--- config.mk ---
export PLATFORM = sky130hd
export DESIGN_NAME = uart_boot_loader
export DESIGN_NICKNAME = d
export VERILOG_FILES = /design/src/rtl/uart_boot_loader.sv
export SDC_FILE = /design/constraint.sdc
export NUM_CORES = 1
export LEC_CHECK = 0
export ABC_CLOCK_PERIOD_IN_PS = 23700
export CAP_MARGIN = 20
export CORE_UTILIZATION = 35
export DETAILED_ROUTE_END_ITERATION = 10
export GPL_TIMING_DRIVEN = 1
export RECOVER_POWER = 100
export SLEW_MARGIN = 20
export SYNTH_ARGS = -nofsm -noshare
export SYNTH_HDL_FRONTEND = slang
export SYNTH_SLANG_ARGS = --single-unit
export TNS_END_PERCENT = 50
--- constraint.sdc ---
create_clock -name sys_clk -period 23.7 [get_ports sys_clk]
set_input_delay 3.555 -clock sys_clk [delete_from_list [all_inputs] [get_ports sys_clk]]
set_output_delay 3.555 -clock sys_clk [all_outputs]
set_load 0.03 [all_outputs]
--- src/rtl/uart_boot_loader.sv ---
// Purpose : UART serial boot loader; packs received bytes big-endian into 32-bit words and writes them to RAM over Wishbone.
// Latency : a byte is valid 3 cycles after its stop bit reaches uart_rx; a write request is driven 2 cycles after the word's 4th byte.
// Backpr. : wb_stall holds the request stable; a 2-word buffer absorbs slow acks, and a word arriving while it is full is dropped with ovf_err.
//
// Ports:
//   sys_clk, sys_rst           clock, asynchronous active-high reset
//   uart_rx                    serial input, idle high, 8 data bits MSB first
//   wb_cyc/stb/we/be/addr/data_o  Wishbone master write request (all registered)
//   wb_ack, wb_stall           Wishbone slave responses
//   boot_done                  sticky, WORD_COUNT words acknowledged
//   frame_err, ovf_err         sticky error flags
//   word_cnt                   words acknowledged so far
module uart_boot_loader #(
    parameter int unsigned CLKS_PER_BIT = 1,
    parameter logic [31:0] BASE_ADDR    = 32'h0,
    parameter int unsigned WORD_COUNT   = 1024,
    localparam int unsigned CNT_W       = $clog2(WORD_COUNT + 1)
) (
    input  logic             sys_clk,
    input  logic             sys_rst,
    input  logic             uart_rx,
    output logic             wb_cyc,
    output logic             wb_stb,
    output logic             wb_we,
    output logic [3:0]       wb_be,
    output logic [31:0]      wb_addr,
    output logic [31:0]      wb_data_o,
    input  logic             wb_ack,
    input  logic             wb_stall,
    output logic             boot_done,
    output logic             frame_err,
    output logic             ovf_err,
    output logic [CNT_W-1:0] word_cnt
);

    localparam logic [15:0]      BIT_LEN  = 16'(CLKS_PER_BIT);
    localparam logic [15:0]      HALF_LEN = 16'(CLKS_PER_BIT / 2);
    localparam logic [CNT_W-1:0] WC_LAST  = CNT_W'(WORD_COUNT);

    typedef enum logic [1:0] {R_IDLE, R_START, R_DATA, R_STOP} rx_state_t;
    typedef enum logic [1:0] {W_IDLE, W_REQ, W_ACK} wr_state_t;

    // Receiver state
    rx_state_t   r_rx_state;
    logic        r_rx_meta;
    logic        r_rx_s;
    logic [15:0] r_clk_cnt;
    logic [2:0]  r_bit_cnt;
    logic [7:0]  r_rx_shift;
    logic        r_byte_vld;
    logic        r_frame_err;

    // Packer and word buffer state
    logic [1:0]  r_byte_idx;
    logic [23:0] r_word_hi;
    logic [29:0] r_wr_idx;
    logic [31:0] r_fifo_addr [0:1];
    logic [31:0] r_fifo_data [0:1];
    logic        r_wptr;
    logic        r_rptr;
    logic [1:0]  r_fifo_cnt;
    logic        r_ovf_err;

    // Write master state
    wr_state_t        r_wr_state;
    logic             r_cyc;
    logic             r_stb;
    logic             r_we;
    logic [3:0]       r_be;
    logic [31:0]      r_addr;
    logic [31:0]      r_data;
    logic [CNT_W-1:0] r_word_cnt;
    logic             r_boot_done;

    logic        w_cnt_full;
    logic        w_done;
    logic        w_pop;
    logic        w_push_req;
    logic        w_push_ok;
    logic [31:0] w_push_addr;

    // The final count blocks new work immediately, one cycle before boot_done is visible.
    assign w_cnt_full  = (r_word_cnt == WC_LAST);
    assign w_done      = r_boot_done | w_cnt_full;
    assign w_pop       = ((r_wr_state == W_REQ) && !wb_stall && wb_ack) ||
                         ((r_wr_state == W_ACK) && wb_ack);
    assign w_push_req  = r_byte_vld && !w_done && (r_byte_idx == 2'd3);
    // A pop in the same cycle frees a slot, so a push into a full buffer still fits.
    assign w_push_ok   = w_push_req && ((r_fifo_cnt != 2'd2) || w_pop);
    assign w_push_addr = BASE_ADDR + {r_wr_idx, 2'b00};

    assign wb_cyc    = r_cyc;
    assign wb_stb    = r_stb;
    assign wb_we     = r_we;
    assign wb_be     = r_be;
    assign wb_addr   = r_addr;
    assign wb_data_o = r_data;
    assign boot_done = r_boot_done;
    assign frame_err = r_frame_err;
    assign ovf_err   = r_ovf_err;
    assign word_cnt  = r_word_cnt;

    // Receiver: synchroniser plus bit-timing FSM. r_clk_cnt counts from 1 at each bit boundary.
    always_ff @(posedge sys_clk or posedge sys_rst) begin
        if (sys_rst) begin
            r_rx_meta   <= 1'b1;
            r_rx_s      <= 1'b1;
            r_rx_state  <= R_IDLE;
            r_clk_cnt   <= 16'd0;
            r_bit_cnt   <= 3'd0;
            r_rx_shift  <= 8'd0;
            r_byte_vld  <= 1'b0;
            r_frame_err <= 1'b0;
        end else begin
            r_rx_meta  <= uart_rx;
            r_rx_s     <= r_rx_meta;
            r_byte_vld <= 1'b0;
            case (r_rx_state)
                R_IDLE: begin
                    if (!r_rx_s) begin
                        r_bit_cnt <= 3'd0;
                        r_clk_cnt <= 16'd1;
                        // With a one-cycle bit the detecting sample already is the mid-bit sample.
                        r_rx_state <= (HALF_LEN == 16'd0) ? R_DATA : R_START;
                    end
                end
                R_START: begin
                    if (r_clk_cnt == HALF_LEN) begin
                        r_clk_cnt  <= 16'd1;
                        r_rx_state <= r_rx_s ? R_IDLE : R_DATA;
                    end else begin
                        r_clk_cnt <= r_clk_cnt + 16'd1;
                    end
                end
                R_DATA: begin
                    if (r_clk_cnt == BIT_LEN) begin
                        r_clk_cnt  <= 16'd1;
                        r_rx_shift <= {r_rx_shift[6:0], r_rx_s};
                        r_bit_cnt  <= r_bit_cnt + 3'd1;
                        if (r_bit_cnt == 3'd7) begin
                            r_rx_state <= R_STOP;
                        end
                    end else begin
                        r_clk_cnt <= r_clk_cnt + 16'd1;
                    end
                end
                R_STOP: begin
                    if (r_clk_cnt == BIT_LEN) begin
                        if (r_rx_s) begin
                            r_byte_vld <= 1'b1;
                        end else if (!w_done) begin
                            r_frame_err <= 1'b1;
                        end
                        r_rx_state <= R_IDLE;
                    end else begin
                        r_clk_cnt <= r_clk_cnt + 16'd1;
                    end
                end
                default: r_rx_state <= R_IDLE;
            endcase
        end
    end

    // Packer and 2-entry word buffer. A dropped word still advances the address index.
    always_ff @(posedge sys_clk or posedge sys_rst) begin
        if (sys_rst) begin
            r_byte_idx     <= 2'd0;
            r_word_hi      <= 24'd0;
            r_wr_idx       <= 30'd0;
            r_fifo_addr[0] <= 32'd0;
            r_fifo_addr[1] <= 32'd0;
            r_fifo_data[0] <= 32'd0;
            r_fifo_data[1] <= 32'd0;
            r_wptr         <= 1'b0;
            r_rptr         <= 1'b0;
            r_fifo_cnt     <= 2'd0;
            r_ovf_err      <= 1'b0;
        end else begin
            if (r_byte_vld && !w_done) begin
                r_byte_idx <= r_byte_idx + 2'd1;
                case (r_byte_idx)
                    2'd0: r_word_hi[23:16] <= r_rx_shift;
                    2'd1: r_word_hi[15:8]  <= r_rx_shift;
                    2'd2: r_word_hi[7:0]   <= r_rx_shift;
                    default: begin
                        r_wr_idx <= r_wr_idx + 30'd1;
                        // When full, the slot overwritten is the head being popped; its
                        // contents already sit in the Wishbone output registers.
                        if (w_push_ok) begin
                            r_fifo_addr[r_wptr] <= w_push_addr;
                            r_fifo_data[r_wptr] <= {r_word_hi, r_rx_shift};
                            r_wptr              <= ~r_wptr;
                        end else begin
                            r_ovf_err <= 1'b1;
                        end
                    end
                endcase
            end
            if (w_pop) begin
                r_rptr <= ~r_rptr;
            end
            case ({w_push_ok, w_pop})
                2'b10:   r_fifo_cnt <= r_fifo_cnt + 2'd1;
                2'b01:   r_fifo_cnt <= r_fifo_cnt - 2'd1;
                default: r_fifo_cnt <= r_fifo_cnt;
            endcase
        end
    end

    // Wishbone write master: one outstanding write, head popped only on ack.
    always_ff @(posedge sys_clk or posedge sys_rst) begin
        if (sys_rst) begin
            r_wr_state  <= W_IDLE;
            r_cyc       <= 1'b0;
            r_stb       <= 1'b0;
            r_we        <= 1'b0;
            r_be        <= 4'h0;
            r_addr      <= 32'd0;
            r_data      <= 32'd0;
            r_word_cnt  <= '0;
            r_boot_done <= 1'b0;
        end else begin
            r_boot_done <= r_boot_done | w_cnt_full;
            case (r_wr_state)
                W_IDLE: begin
                    if ((r_fifo_cnt != 2'd0) && !w_done) begin
                        r_cyc      <= 1'b1;
                        r_stb      <= 1'b1;
                        r_we       <= 1'b1;
                        r_be       <= 4'hF;
                        r_addr     <= r_fifo_addr[r_rptr];
                        r_data     <= r_fifo_data[r_rptr];
                        r_wr_state <= W_REQ;
                    end
                end
                W_REQ: begin
                    if (!wb_stall) begin
                        r_stb <= 1'b0;
                        r_we  <= 1'b0;
                        if (wb_ack) begin
                            r_cyc      <= 1'b0;
                            r_word_cnt <= r_word_cnt + CNT_W'(1);
                            r_wr_state <= W_IDLE;
                        end else begin
                            r_wr_state <= W_ACK;
                        end
                    end
                end
                W_ACK: begin
                    if (wb_ack) begin
                        r_cyc      <= 1'b0;
                        r_word_cnt <= r_word_cnt + CNT_W'(1);
                        r_wr_state <= W_IDLE;
                    end
                end
                default: r_wr_state <= W_IDLE;
            endcase
        end
    end

endmodule

# After elaboration in Yosys (flattened, before gate mapping)
# Cells that the tools add are included.
[op_classes]
n_addsub = 7
n_lt_le_gt_ge = 3
n_eq_ne = 23
mux = 43
bitwise_logic = 9
n_reduce_logical = 39
[op_table]
columns = ["operator", "n"]
rows = [
  ["32-bit 2-to-1 mux", 7],
  ["64-bit bitwise mux", 2],
  ["16-bit 2-to-1 mux", 4],
  ["16-bit one-hot mux with 4 select lines", 1],
  ["32-bit demux with 1-bit select", 1],
  ["30-bit by 1-bit adder with 30-bit output (second input constant)", 1],
  ["11-bit 2-to-1 mux", 2],
  ["11-bit one-hot mux with 2 select lines", 1],
  ["2-bit 2-to-1 mux", 10],
  ["2-bit inequality test (second input constant)", 10],
  ["3-bit AND reduction", 6],
  ["16-bit by 1-bit adder with 16-bit output (second input constant)", 1],
  ["16-bit by 1-bit equality test with 1-bit output (second input constant)", 1],
  ["16-bit zero test", 1],
  ["2-bit AND reduction", 8],
  ["2-bit equality test (second input constant)", 6],
  ["11-bit by 1-bit adder with 11-bit output (second input constant)", 1],
  ["11-bit equality test (second input constant)", 1],
  ["2-bit nonzero test", 5],
  ["2-bit by 1-bit equality test with 1-bit output (second input constant)", 4],
  ["1-bit logical AND", 8],
  ["2-bit one-hot mux with 4 select lines", 1],
  ["1-bit 2-to-1 mux", 7],
  ["2-bit zero test", 3],
  ["other kinds (21)", 32],
]
[word_totals]
register_bits = 303
input_bits = 5
output_inout_bits = 85
word_cells = 153

# Depth between registers and ports, before layout
# Gate-level depths: netlist of the first run.
[logic_depth]
ltp_word = 8
mapped_depth = 9
ltp_nobuf = 7

# Least setup slack after synthesis of the first run
# Ideal clock, no wire load.
[synth_path]
kind = "input-to-reg"
startpoint = "input port wb_stall"
endpoint = "register r_fifo_addr[18] (netlist name)"
setup_ns = 0.128
arrival_time_ns = 4.922
t_required_ns = 23.572
slack_ns = 18.650
cell_stages = 6
path_buffers = 1
path_cell_list = "nor2b_1 o21ai_0 nand3b_1 nand4_1 buf_2 mux2_1"
[synth_via]
elab_chain_cells = 7
[synth_rtl]
columns = ["element", "line", "source"]
rows = [
  ["start, declared", "29", "input logic wb_stall,"],
  ["1-bit zero test", "-", ""],
  ["1-bit logical AND (2 in series)", "85", "assign w_pop = ((r_wr_state == W_REQ) && !wb_stall && wb_ack) ||"],
  ["1-bit logical OR", "85", ""],
  ["1-bit logical OR", "89", "assign w_push_ok = w_push_req && ((r_fifo_cnt != 2'd2) || w_pop);"],
  ["1-bit logical AND", "89", ""],
  ["3-bit AND reduction (no line)", "-", ""],
  ["end signal, assigned by index", "190", "r_fifo_addr[r_wptr] <= w_push_addr;"],
  ["end, declared", "57", "logic [31:0] r_fifo_addr [0:1];"],
]
# No other way between the ends.
# A chain may end at the register's enable or synchronous reset.

==> summary.md, run 1 <==
| Metric | Value |
|---|---|
| Core area | `~35000 um2` |
| Final WL | `about 24000 um` |
| Share of cells above drive strength 1 | `0.1890` |
| Relative slew margins | `-3.004` |
| Hold Path Depth | `0` |
| Clock Tree Buf Depth | `3` |
| Run status | `complete, but fails checks` |
| Netlist cell types | `57` |
| Vias in the first global route | `7640` |
| First-pass GRT wire length | `40570 um` |
| Area Growth Syn to Fin | `17.93%` |
| Via-to-Cell Ratio | `4.871` |
| Final WS setup | `approximately 12 ns` |
| Max IR drop VDD | `0.06743 mV` |
| Share of synthesized registers carrying an async set or reset | `1.000` |
| CTS tree | `built` |
| Top cell family by delay on the critical path | `buffers and inverters` |
| CP Depth | `3` |
| Chip Width | `roughly 190 um` |
| Clock Latency Late Sink | `~0.55 ns` |
| Cts hold-fix bufs | `0` |
| Worst-path clk slew | `0.06 ns` |
| Slew @ Worst Pin | `~6 ns` |
| CTS H-tree lvls | `1` |
| Main synth FF type | `dfrtp_1` |
| IO Port Bufs | `87` |
| Yosys warning total | `0` |
| Die Y | `between 150 and 200 um` |
| CP required | `22.77 ns` |
| # Max-Cap Violations | `8` |
| FP Rows | `between 60 and 70` |
| GRT Residual Overflow | `0` |
| Worst min-delay path category | `reg2reg` |
| Post-route DRC | `0` |
| Iter 0 DRT Violations | `278` |
| Post-route minimum period | `11.67 ns` |
| Filler cells | `approximately 3400` |
| Critical Path Slowest Stage Cell | `clkinvlp_2` |
| Hpwl dp | `between 15000 and 20000 um` |
| Leakage | `7.067 nW` |
| Endpoints failing setup | `0` |
| Resized Gates After CTS | `0` |
| DRT Pass-1 Iters | `4` |
| Seq/Total Area, Yosys | `0.5904` |
| RSZ-0062 raised after global routing | `no` |
| #FFs+latches synth | `about 300` |
| Hold Slack | `0.3557 ns` |
| Fmax | `85.72 MHz` |
| Clk Tree Root Cell | `clkbuf_16` |
| Die area | `36740 um2` |
| GR Util All Layers | `0.1368` |
| Cell Chain, Critical Path | `dlygate4sd3_1, clkinvlp_2, clkbuf_1` |
| ANT cells | `0` |
| # Post-CTS Setup Buffers | `0` |
| Reg2reg path depth | `7` |
| Initial core utilization | `0.3549` |
| Pwr per Cell Area | `118.8 nW/um2` |
| Placed cell count | `1500` |
| Non-Filler Instances | `1556` |
| # IOs | `90` |
| Layout Nets | `between 1000 and 1500` |
| Post-synth EDFFs | `0` |
| Kind of critical path | `in2async` |
| Via count of the routed design | `7579` |
| Worst path max stage delay | `about 3.3 ns` |
| Clock tree sinks | `297` |
| Pin count of the biggest net entering global routing | `137` |
| Setup TNS | `0 ns` |
| Violated checks | `max-capacitance violations, max-slew violations` |
| GP Congestion | `0.7537` |
| Wirelength per Cell | `roughly 16 um` |
| Routed Antenna Nets | `0` |
| Worst EP arrival | `about 11 ns` |
| Max Clock Skew | `0.01112 ns` |
| Setup crit end kind | `asynchronous set/reset pin` |
| Area of the mapped netlist | `between 10000 and 15000 um2` |
| Pre-CTS setup slack | `approximately 17 ns` |
| Buffers and inverters on the worst path | `3` |
| Setup crit start kind | `primary input` |
| CTS Buf Count | `30` |
| Final Hold Vio Count | `0` |
| Initial antenna violation count | `1` |
| Worst Path Max Fanout | `136` |
| Crit share post-route | `0.4923` |
| Syn Area/Cell | `around 13 um2` |
| Mapped Cells | `between 900 and 1000` |
| Slew Viols, Final | `roughly 540` |
| Overall Power | `about 1.8 mW` |
[cells in the mapped netlist (2+ instances only)]
master | n | area share
o211ai_1 | 3 | 0.0018
and4_1 | 2 | 0.0014
nor4_2 | 2 | 0.0020
ha_1 | 15 | 0.015
nor4_1 | 2 | 0.00099
nand2_1 | 37 | 0.011
and3_1 | 7 | 0.0035
buf_2 | 22 | 0.0087
or4_4 | 4 | 0.0036
and2_1 | 3 | 0.0015
mux2i_1 | 65 | 0.052
buf_4 | 6 | 0.0036
nor3_1 | 6 | 0.0024
dfstp_2 | 2 | 0.0042
nand4b_1 | 2 | 0.0014
mux2_2 | 146 | 0.13
xor2_1 | 26 | 0.018
nor2_1 | 97 | 0.029
a21o_1 | 2 | 0.0012
nand2b_1 | 3 | 0.0015
a22o_1 | 2 | 0.0014
o21ai_0 | 19 | 0.0076
a22oi_1 | 2 | 0.0012
clkbuf_1 | 21 | 0.0063
inv_1 | 21 | 0.0063
o31ai_1 | 2 | 0.0012
o21a_1 | 3 | 0.0018
nand4_1 | 14 | 0.0070
dfrtp_1 | 295 | 0.59
mux2_1 | 11 | 0.0098
nand3_1 | 27 | 0.011
nor2b_1 | 4 | 0.0020
xnor2_1 | 29 | 0.020
a21oi_1 | 68 | 0.027
[registers in the layout, indices dropped and copies added, names as in the netlist, 2 cells and up]
| signal | flops |
|---|---|
| r_bit_cnt | 3 |
| wb_addr | 30 |
| word_cnt | 11 |
| r_clk_cnt | 16 |
| r_fifo_cnt | 2 |
| r_wr_state | 2 |
| wb_data_o | 32 |
| r_fifo_data | 64 |
| r_rx_state | 2 |
| r_byte_idx | 2 |
| r_word_hi | 24 |
| r_fifo_addr | 60 |
| r_wr_idx | 30 |
| r_rx_shift | 8 |
[metrics by stage]
step / utilization / cell area (um2)
after global placement: 0.3911 / 13880
final: 0.4186 / 14850
after global routing: 0.4186 / 14850
after detailed placement: 0.3911 / 13880
after CTS: 0.4206 / 14920
after floorplan: - / 12600
[kinds of logic after synthesis]
| family | Yosys count | synth area share |
|---|---|---|
| buf+inv | 70 | 0.02484 |
| xor+xnor | 55 | 0.03825 |
| flops | 297 | 0.5904 |
| compound gates | 112 | 0.05107 |
| simple gates | 221 | 0.08823 |
| other cells | 1 | 0.0002978 |
| fa+ha+maj | 15 | 0.01490 |
| mux | 222 | 0.1921 |
[path summary, 6_finish.rpt]
path / from / end / slack, ns
max reg2reg: word_cnt[0] / wb_data_o[3] / 17.57
min: r_rx_meta / r_rx_s / 0.36
max in group sys_clk: wb_stall / r_fifo_addr[9] / 15.99
min reg2reg: r_rx_meta / r_rx_s / 0.36
max: sys_rst / r_rptr / 12.03
min in group asynchronous: sys_rst / wb_data_o[21] / 5.32
[report_power, final]
part | internal [mW] | total (mW) | switching (mW)
Combinational | 0.230 | 0.569 | 0.339
Clock | 0.299 | 0.494 | 0.195
Sequential | 0.613 | 0.700 | 0.0876
Total | 1.14 | 1.76 | 0.622
[worst reg2reg max path: cells and delay by family, from the launching register on]
kind | cells | cell delay, ns
buffers and inverters | 2 | 3.20
AO/OA/AOI/OAI | 2 | 1.02
AND/OR/NAND/NOR | 2 | 1.01
flip-flops | 1 | 0.38
adder cells (fa/ha/maj) | 1 | 0.20
[routing by layer]
metal  track usage  part of all wire  up-vias
met3       0.02193             0.036       24
met1        0.1910              0.48     3835
met5             0                 0        -
met4       0.02442             0.012        0
li1              -                 -     3624
met2        0.2256              0.47       96
[placed cells by master, fill, tap and decap left out, types with 6 or more instances in the layout]
cell type / Yosys / layout
nand2_1: 37 / 37
mux2i_1: 65 / 65
clkbuf_16: 0 / 30
ha_1: 15 / 15
nand4_1: 14 / 14
and3_1: 7 / 7
nand3_1: 27 / 27
inv_1: 21 / 20
dlygate4sd3_1: 0 / 87
clkbuf_8: 0 / 7
a21oi_1: 68 / 68
xnor2_1: 29 / 29
nor3_1: 6 / 6
dfrtp_1: 295 / 294
o21ai_0: 19 / 20
mux2_1: 11 / 11
xor2_1: 26 / 26
nor2_1: 97 / 97
mux2_2: 146 / 146
clkbuf_1: 21 / 15
[final cells by class]
type / instances / area, um2 / area share
Multi-Input combinational cell: 627 / 4808 / 0.3238
Tap cell: 461 / 576.8 / 0.03884
Inverter: 21 / 80.08 / 0.005392
Timing Repair Buffer: 94 / 900.9 / 0.06066
Sequential cell: 297 / 7438 / 0.5008
Clock buffer: 46 / 880.8 / 0.05931
Clock inverter: 10 / 166.4 / 0.01120
Power figures use the tool's default switching activity.
==> inputs of run 2 (changes only) <==
--- a/config.mk
+++ b/config.mk
@@ -5,7 +5,7 @@
 export SDC_FILE = /design/constraint.sdc
 export NUM_CORES = 1
 export LEC_CHECK = 0
-export ABC_CLOCK_PERIOD_IN_PS = 23700
+export ABC_CLOCK_PERIOD_IN_PS = 9500
 export CAP_MARGIN = 20
 export CORE_UTILIZATION = 35
 export DETAILED_ROUTE_END_ITERATION = 10
==> constraint.sdc (replaced) <==
create_clock -name sys_clk -period 9.5 [get_ports sys_clk]
set_input_delay 1.425 -clock sys_clk [delete_from_list [all_inputs] [get_ports sys_clk]]
set_output_delay 1.425 -clock sys_clk [all_outputs]
set_load 0.03 [all_outputs]
==> summary.md, run 2 (same netlist as run 1, synthesis figures left out) <==
| Metric | Value |
|---|---|
| Run status | `complete, but fails checks (unchanged)` |
| Violated checks | `max-capacitance violations, max-slew violations (unchanged)` |
| GP Congestion | `0.7806 (was 0.7537)` |
| CP required | `9.93 ns (was 22.77 ns)` |
| CTS tree | `built (unchanged)` |
| Biggest register | `r_fifo_data (unchanged)` |
| Fmax | `171.0 MHz` |
| Metal-1 WL | `11490 um (was 11590 um)` |
| Resized Gates After CTS | `0 (unchanged)` |
| Setup TNS | `0 ns (unchanged)` |
| Hold Path Depth | `0 (unchanged)` |
| Kind of critical path | `in2reg (was in2async)` |
| Hpwl dp | `15310 um (was 15320 um)` |
| Worst min-delay path category | `reg2reg (unchanged)` |
| Setup crit start kind | `primary input (unchanged)` |
| Slew Viols, Final | `371 (was 539)` |
| Core area | `35480 um2 (unchanged)` |
| Commonest non-fill, non-tap cell in the layout | `dfrtp_1 (unchanged)` |
| # Max-Cap Violations | `7 (was 8)` |
| Area Growth Syn to Fin | `18.93% (was 17.93%)` |
| GRT Residual Overflow | `0 (unchanged)` |
| GR Util All Layers | `0.1376 (was 0.1368)` |
| ANT cells | `0 (unchanged)` |
| Die Y | `191.7 um (unchanged)` |
| DRT Pass-1 Iters | `4 (unchanged)` |
| First-pass GRT wire length | `40740 um (was 40570 um)` |
| Cts hold-fix bufs | `0 (unchanged)` |
| Initial antenna violation count | `0 (was 1)` |
| Flip-flop count of the largest register after layout | `64 (unchanged)` |
| Worst path max stage delay | `2.80 ns (was 3.30 ns)` |
| CTS Buf Count | `34 (was 30)` |
| Top cell family by delay on the critical path | `buffers and inverters (unchanged)` |
| Pin count of the biggest net entering global routing | `75 (was 137)` |
| Relative slew margins | `-1.679 (was -3.004)` |
| Hold endpoint | `r_rx_s (unchanged)` |
| Hold path start | `r_rx_meta (unchanged)` |
| Crit share post-route | `0.6157` |
| # IOs | `90 (unchanged)` |
| Share of cells above drive strength 1 | `0.1962 (was 0.1890)` |
| Highest routed layer | `met4 (unchanged)` |
| RR Endpoint | `r_fifo_data[19] (was wb_data_o[3])` |
| Iter 0 DRT Violations | `326 (was 278)` |
| Max IR drop VDD | `0.1478 mV (was 0.06743 mV)` |
| # Post-CTS Setup Buffers | `0 (unchanged)` |
| Die area | `36740 um2 (unchanged)` |
| Most frequent cells in the layout | `dfrtp_1, mux2_2, nor2_1, dlygate4sd3_1, a21oi_1 (unchanged)` |
| Clock Latency Late Sink | `0.51 ns (was 0.55 ns)` |
| Clk Tree Root Cell | `clkbuf_16 (unchanged)` |
| Worst EP arrival | `6.28 ns (was 10.74 ns)` |
| Critical Path Slowest Stage Cell | `clkbuf_1 (was clkinvlp_2)` |
| Clock tree sinks | `297 (unchanged)` |
| Final WL | `24170 um (was 24190 um)` |
| Post-route minimum period | `about 6 ns` |
| Setup crit end kind | `flip-flop (was asynchronous set/reset pin)` |
| Buffers and inverters on the worst path | `2 (was 3)` |
| Via-to-Cell Ratio | `4.892 (was 4.871)` |
| WL met3 | `797 um (was 870 um)` |
| Met2 WL post-DR | `11390 um (was 11440 um)` |
| Hold Slack | `0.3577 ns (was 0.3557 ns)` |
| Via count of the routed design | `7642 (was 7579)` |
| Leakage | `7.140 nW (was 7.067 nW)` |
| Reg2reg path depth | `7 (unchanged)` |
| Layout Nets | `1096 (was 1091)` |
| Slew @ Worst Pin | `4.019 ns (was 5.974 ns)` |
| Clock Tree Buf Depth | `3 (unchanged)` |
| Worst Path Max Fanout | `63 (was 136)` |
| Reg-to-reg critical path startpoint | `word_cnt[0] (unchanged)` |
| Cell Chain, Critical Path | `dlygate4sd3_1, nor2b_1, o21a_1, nor3b_1, nor3_4, clkbuf_1, mux2_2 (was dlygate4sd3_1, clkinvlp_2, clkbuf_1)` |
| IO Port Bufs | `87 (unchanged)` |
| Endpoints failing setup | `0 (unchanged)` |
| Routed Antenna Nets | `0 (unchanged)` |
| Worst reg-to-reg setup slack | `3.92 ns (was 17.57 ns)` |
| RSZ-0062 raised after global routing | `no (unchanged)` |
| Final Hold Vio Count | `0 (unchanged)` |
| Max Clock Skew | `0.01634 ns (was 0.01112 ns)` |
| FP Rows | `69 (unchanged)` |
| Post-route DRC | `0 (unchanged)` |
| Chip Width | `191.7 um (unchanged)` |
| Worst-path clk slew | `0.05 ns (was 0.06 ns)` |
| Initial core utilization | `0.3549 (unchanged)` |
| Vias in the first global route | `7690 (was 7640)` |
| Pwr per Cell Area | `298.8 nW/um2 (was 118.8 nW/um2)` |
| CTS H-tree lvls | `2 (was 1)` |
| Wirelength per Cell | `15.47 um (was 15.55 um)` |
-- run 2: cell types whose count changed in the layout (fill, tap and decap cells not counted), sizes merged --
| cell | before | now |
|---|---|---|
| buf | 1 | 4 |
| bufinv | 4 | 3 |
| clkbuf | 52 | 54 |
| clkdlybuf4s50 | 0 | 1 |
| clkinv | 4 | 7 |
| clkinvlp | 3 | 2 |
| dlygate4sd3 | 87 | 86 |
-- run 2: layout make-up --
cell class	instances	area, um2
clock inverters	11	155.1
multi-input cells	627	4808
fillers	3330	20510
flip-flops and latches	297	7438
well taps	461	576.8
clock buffers	50	1002
inverters	21	80.08
repair buffers	95	915.9
-- run 2: layer usage --
layer  track usage  vias to the layer above
li1              -                     3644
met5             0                        -
met3       0.02430                       39
met1        0.1890                     3853
met2        0.2231                      106
met4       0.03632                        0
-- run 2: where the power goes --
group / leakage [nW] / internal (mW) / switching (mW) / total, mW
logic: 2.64 / 0.553 / 0.843 / 1.40
clock network: 0.567 / 0.817 / 0.515 / 1.33
registers: 3.94 / 1.53 / 0.221 / 1.75
total: 7.14 / 2.90 / 1.58 / 4.48
-- run 2: worst max path at each step --
| stage | start | to | slack (ns) | cells past startpoint |
|---|---|---|---|---|
| after CTS | wb_stall | r_fifo_addr[24] | 5.99 | 7 |
| after detailed placement | wb_stall | r_fifo_data[49] | 5.46 | 7 |
| after global routing | sys_rst | r_fifo_addr[56] | 3.09 | 3 |
| final | wb_stall | r_fifo_data[58] | 3.65 | 7 |
| after global placement | wb_stall | r_fifo_data[43] | 5.51 | 7 |
| after floorplan | sys_rst | boot_done | 4.13 | 1 |
-- run 2: through the flow --
step	instances	utilization	worst slack (ns)	power (mW)	instance area [um2]
2_1_floorplan	994	-	4.132	2.734	12600
3_3_place_gp	1501	0.3912	5.511	3.218	13880
3_5_place_dp	1501	0.3912	5.462	3.243	13880
4_1_cts	1562	0.4238	5.988	4.601	15040
5_1_grt	1562	0.4221	3.088	4.759	14980
6_report	1562	0.4221	3.651	4.475	14980
